==> src/rtl/regfile_scoreboard.sv <==
// Two-read/one-write register file with write-to-read bypass and pending-write scoreboard.
// Define REG_ZERO_HARDWIRED_EN to make register 0 a constant zero (MIPS $zero style).
module regfile_scoreboard #(
    parameter int DATA_WIDTH = 32,
    parameter int ADDR_WIDTH = 4
) (
    input  logic                  clk,
    input  logic                  rst,
    input  logic                  wr_en,
    input  logic [ADDR_WIDTH-1:0] wr_addr,
    input  logic [DATA_WIDTH-1:0] wr_data,
    input  logic                  rsv_en,
    input  logic [ADDR_WIDTH-1:0] rsv_addr,
    input  logic [ADDR_WIDTH-1:0] rd_addr_a,
    input  logic [ADDR_WIDTH-1:0] rd_addr_b,
    output logic [DATA_WIDTH-1:0] rd_data_a,
    output logic [DATA_WIDTH-1:0] rd_data_b,
    output logic                  rd_busy_a,
    output logic                  rd_busy_b,
    output logic [ADDR_WIDTH:0]   busy_count
);

    localparam int NUM_REGS = 2 ** ADDR_WIDTH;

    logic [DATA_WIDTH-1:0] regs [NUM_REGS];
    logic [NUM_REGS-1:0]   busy;
    logic [NUM_REGS-1:0]   busy_nxt;
    logic                  wr_eff;
    logic                  rsv_eff;
    logic                  cnt_inc;
    logic                  cnt_dec;
    logic                  byp_a;
    logic                  byp_b;

`ifdef REG_ZERO_HARDWIRED_EN
    assign wr_eff  = wr_en  && (wr_addr  != '0);
    assign rsv_eff = rsv_en && (rsv_addr != '0);
`else
    assign wr_eff  = wr_en;
    assign rsv_eff = rsv_en;
`endif

    // Reserve is applied after the write clear: a newer producer wins.
    always_comb begin
        busy_nxt = busy;
        if (wr_eff)
            busy_nxt[wr_addr] = 1'b0;
        if (rsv_eff)
            busy_nxt[rsv_addr] = 1'b1;
    end

    // Only the reserved bit can rise and only the written bit can fall.
    assign cnt_inc = rsv_eff && !busy[rsv_addr];
    assign cnt_dec = wr_eff && busy[wr_addr]
                   && !(rsv_eff && (rsv_addr == wr_addr));

    assign byp_a = wr_eff && (wr_addr == rd_addr_a);
    assign byp_b = wr_eff && (wr_addr == rd_addr_b);

    always_ff @(posedge clk or posedge rst) begin
        if (rst) begin
            for (int i = 0; i < NUM_REGS; i++)
                regs[i] <= '0;
        end else if (wr_eff) begin
            regs[wr_addr] <= wr_data;
        end
    end

    always_ff @(posedge clk or posedge rst) begin
        if (rst) begin
            busy       <= '0;
            busy_count <= '0;
        end else begin
            busy       <= busy_nxt;
            busy_count <= busy_count
                        + (ADDR_WIDTH+1)'(cnt_inc)
                        - (ADDR_WIDTH+1)'(cnt_dec);
        end
    end

    always_ff @(posedge clk or posedge rst) begin
        if (rst) begin
            rd_data_a <= '0;
            rd_data_b <= '0;
            rd_busy_a <= 1'b0;
            rd_busy_b <= 1'b0;
        end else begin
            rd_data_a <= byp_a ? wr_data : regs[rd_addr_a];
            rd_data_b <= byp_b ? wr_data : regs[rd_addr_b];
            rd_busy_a <= busy_nxt[rd_addr_a];
            rd_busy_b <= busy_nxt[rd_addr_b];
        end
    end

endmodule

==> config.mk <==
export PLATFORM = sky130hd
export DESIGN_NAME = regfile_scoreboard
export DESIGN_NICKNAME = d
export VERILOG_FILES = /design/src/rtl/regfile_scoreboard.sv
export SDC_FILE = /design/constraint.sdc
export NUM_CORES = 1
export LEC_CHECK = 0
export ABC_AREA = 1
export CORE_ASPECT_RATIO = 1.75
export CORE_UTILIZATION = 30
export DETAILED_ROUTE_END_ITERATION = 12
export PLACE_DENSITY = 0.44
export RECOVER_POWER = 100
export SLEW_MARGIN = 10
export SYNTH_ARGS = -nofsm -noshare
export SYNTH_HDL_FRONTEND = slang
export SYNTH_SLANG_ARGS = --single-unit
==> constraint.sdc <==
create_clock -name clk -period 51.5 [get_ports clk]
set_input_delay 10.3 -clock clk [delete_from_list [all_inputs] [get_ports clk]]
set_output_delay 10.3 -clock clk [all_outputs]
set_load 0.03 [all_outputs]
==> impl_metrics.tcl <==
set metrics [dict create \
    status "finished with violations" \
    failed_checks "max-capacitance violations, max-slew violations" \
    io_buffers 122 \
    cts_hold_buf 0 \
    synthTopCellsByCount "968 x nand2_1, 921 x o21ai_0, 599 x dfrtp_1" \
    drt_iter0_drc 2449 \
    slew_headroom_pct -250 \
    syn_to_final_growth_pct 12.3 \
    synth_ff_type "dfrtp_1" \
    synth_area_per_cell_um2 7.53 \
    async_flop_share_pct 100 \
    r2r_cells 13 \
    numCtsBuffers 67 \
    cts-root-buf "clkbuf_16" \
    post-dp-hpwl_um 63700 \
    nets 4076 \
    hold_viol_final 0 \
    die-area_um2 106000 \
    crit_slowest_cell "clkinvlp_2" \
    synth_compound_area_share_pct 26.0 \
    cts.clk_slew.worst_paths_ps 60 \
    cts.sinks 599 \
    whs_path_depth 2 \
    grt_max_degree 165 \
    synth_fa_ha_area_share_pct 0.263 \
    cp-end-kind "flip-flop" \
    tightest_slew_ps 5250 \
    core_area_um2 103000 \
    die_x_um 246 \
    clk_path_buf_depth 3 \
    drc_errors 0 \
    cp.required_ps 52020 \
    worst_skew_pair.late_latency_ps 650 \
    start_util_pct 30.3 \
    synth_cell_types 32 \
    antenna_found_initial 0 \
    synthesis.nets 4224 \
    io_pins 123 \
    finClkSkew_ps 23.3 \
    gp_congestion 0.804 \
    cap_viol_max_count 34 \
    yosys.area.top_type_share_pct 47.8 \
    vias 29200 \
    via_per_inst 5.40 \
    r2r_start "busy[3]" \
    synth_edf_count 0 \
    grt-ovfl-total 0 \
    synth_xor_area_share_pct 0.168 \
    cp_cell_sequence "clkbuf_1 -> clkinvlp_2 -> o22ai_1 -> a21oi_1 -> nand3b_1 -> clkbuf_1 -> inv_1 -> nand2_1 -> nand2_1" \
    fin_util_pct 34.1 \
    period_minus_slack_ps 25340 \
    rsz0062_at_grt "no" \
    synthMuxAreaShare_pct 0 \
    synthCells 4166 \
    setup.worst_path.start "rd_addr_a[0]" \
    drive_above_1_share_pct 3.52 \
    ys_seq_area_share_pct 47.8 \
    post_drt_wl_per_cell_um 22.9 \
    irDropWorstVdd_mv 0.0248 \
    fmax_mhz 39.5 \
    r2r_slack_ps 49030 \
    fp-row-count 156 \
    synth_most_common_cell "nand2_1" \
    synth_top_family_by_area "compound AO/OA/AOI/OAI gates" \
    cts_setup_buffers 0 \
    criticalPathCategory "input pin to flip-flop" \
    postRouteAntennaNets 0 \
    hp-class "flip-flop to flip-flop" \
    cts_htree_levels 3 \
    start_kind "input pin" \
    syn_area_um2 31400 \
    synth_top_cell_by_area "dfrtp_1" \
    finalWirelength_um 124000 \
    grt_pass1_vias 28700 \
    cts_resized 0 \
    first_pass_iters 6 \
    grt_usage_pct 23.4 \
    slowest_delay_ps 5680 \
    path_max_fanout 129 \
    ys_warn_count 0 \
    finalCritPeriodShare_pct 49.2 \
    leakagePower_nw 15.6 \
    p_per_area_nw_per_um2 40.8 \
    drv_slew 2077 \
    fp.dieH_um 430 \
    hp-start "regs[170]" \
    fin_total_pwr_w 0.00144 \
    worstReg2RegEnd "busy_count[4]" \
    fin_setup_tns_ps 0 \
    cts_tree "built" \
    grt_pass1_wl_um 187000 \
    whs_endpoint "regs[170]" \
    setup_viol 0 \
    cp.arrival_ps 25850 \
    yosys.area_share.simple_pct 18.8 \
    ys_top_cells_by_area "dfrtp_1 48%, o21ai_0 15%, nand2_1 12%" \
    ys_ff_latch 599 \
]
==> cell families (layout without fill, tap and decap cells) <==
| logic type | count (synthesis) | in the layout |
|---|---|---|
| compound gates | 1504 | 1504 |
| xor+xnor | 6 | 6 |
| fa+ha+maj | 6 | 6 |
| buf+inv | 541 | 443 |
| flops | 599 | 599 |
| other cells | 0 | 2 |
| simple gates | 1510 | 1510 |
==> worst max path at each step <==
stage,end,slack (ps),cells after the start
global placement,rd_data_b[14],37210,9
floorplan,busy[0],24430,1
global route,rd_data_a[17],25210,9
finish,rd_data_a[31],26160,9
CTS,rd_data_b[20],37850,9
detailed placement,rd_data_b[20],37170,9
==> layout by cell type, fill, tap and decap left out, drive strengths merged, types with 2 or more instances in the layout <==
| master | n |
|---|---|
| xnor2 | 2 |
| a221oi | 2 |
| o21ai | 1021 |
| bufinv | 8 |
| buf | 27 |
| nand3b | 2 |
| inv | 162 |
| diode | 2 |
| nand4 | 2 |
| nor2 | 384 |
| clkinv | 12 |
| ha | 5 |
| nand3 | 153 |
| clkdlybuf4s50 | 38 |
| o221ai | 60 |
| o211ai | 134 |
| o22ai | 4 |
| a21oi | 265 |
| clkinvlp | 5 |
| a22oi | 16 |
| dlygate4sd3 | 76 |
| xor2 | 4 |
| dfrtp | 599 |
| clkbuf | 115 |
| nand2 | 968 |
==> critical path, delay by kind of cell <==
kind	cells	cell delay, ps
buffers and inverters	4	13400
AO/OA/AOI/OAI	2	1280
AND/OR/NAND/NOR	3	680
==> stage by stage <==
stage	cells	area, um^2	hold WS [ps]	worst slack (ps)
2_1_floorplan	4166	31400	453	24430
3_3_place_gp	5292	33100	467	37210
3_5_place_dp	5292	33100	473	37170
4_1_cts	5411	35400	488	37850
5_1_grt	5411	35200	502	25210
6_report	5413	35200	484	26160
==> where the power goes <==
part / leakage [nW] / internal [W] / switching, W / total [W]
combinational: 6.91 / 0.000104 / 0.000186 / 0.000290
sequential: 7.56 / 0.000567 / 0.0000674 / 0.000635
clock: 1.12 / 0.000304 / 0.000210 / 0.000514
==> flip-flops by register name (all words and copies together) (netlist names) <==
register / count
busy: 16
busy_count: 5
rd_busy_a: 1
rd_busy_b: 1
rd_data_a: 32
rd_data_b: 32
regs: 512
==> layer usage <==
metal | GRT usage, % | wire length, um | vias to the layer above
met4 | 10.2 | 4670 | 0
met2 | 39.3 | 59900 | 955
met5 | 0 | 0 | -
met3 | 2.33 | 6090 | 215
li1 | - | - | 13800
met1 | 30.4 | 53100 | 14300
==> cell type report <==
| class | instances | area, um^2 |
|---|---|---|
| clock buffer | 96 | 1950 |
| antenna | 2 | 5.00 |
| multi-input combinational | 3026 | 14200 |
| inverter | 164 | 639 |
| fill | 11100 | 68200 |
| timing repair buffer | 160 | 1440 |
| tap | 1343 | 1680 |
| clock inverter | 23 | 324 |
| sequential | 599 | 15000 |
Note: power is estimated with default switching activity, not from simulation.
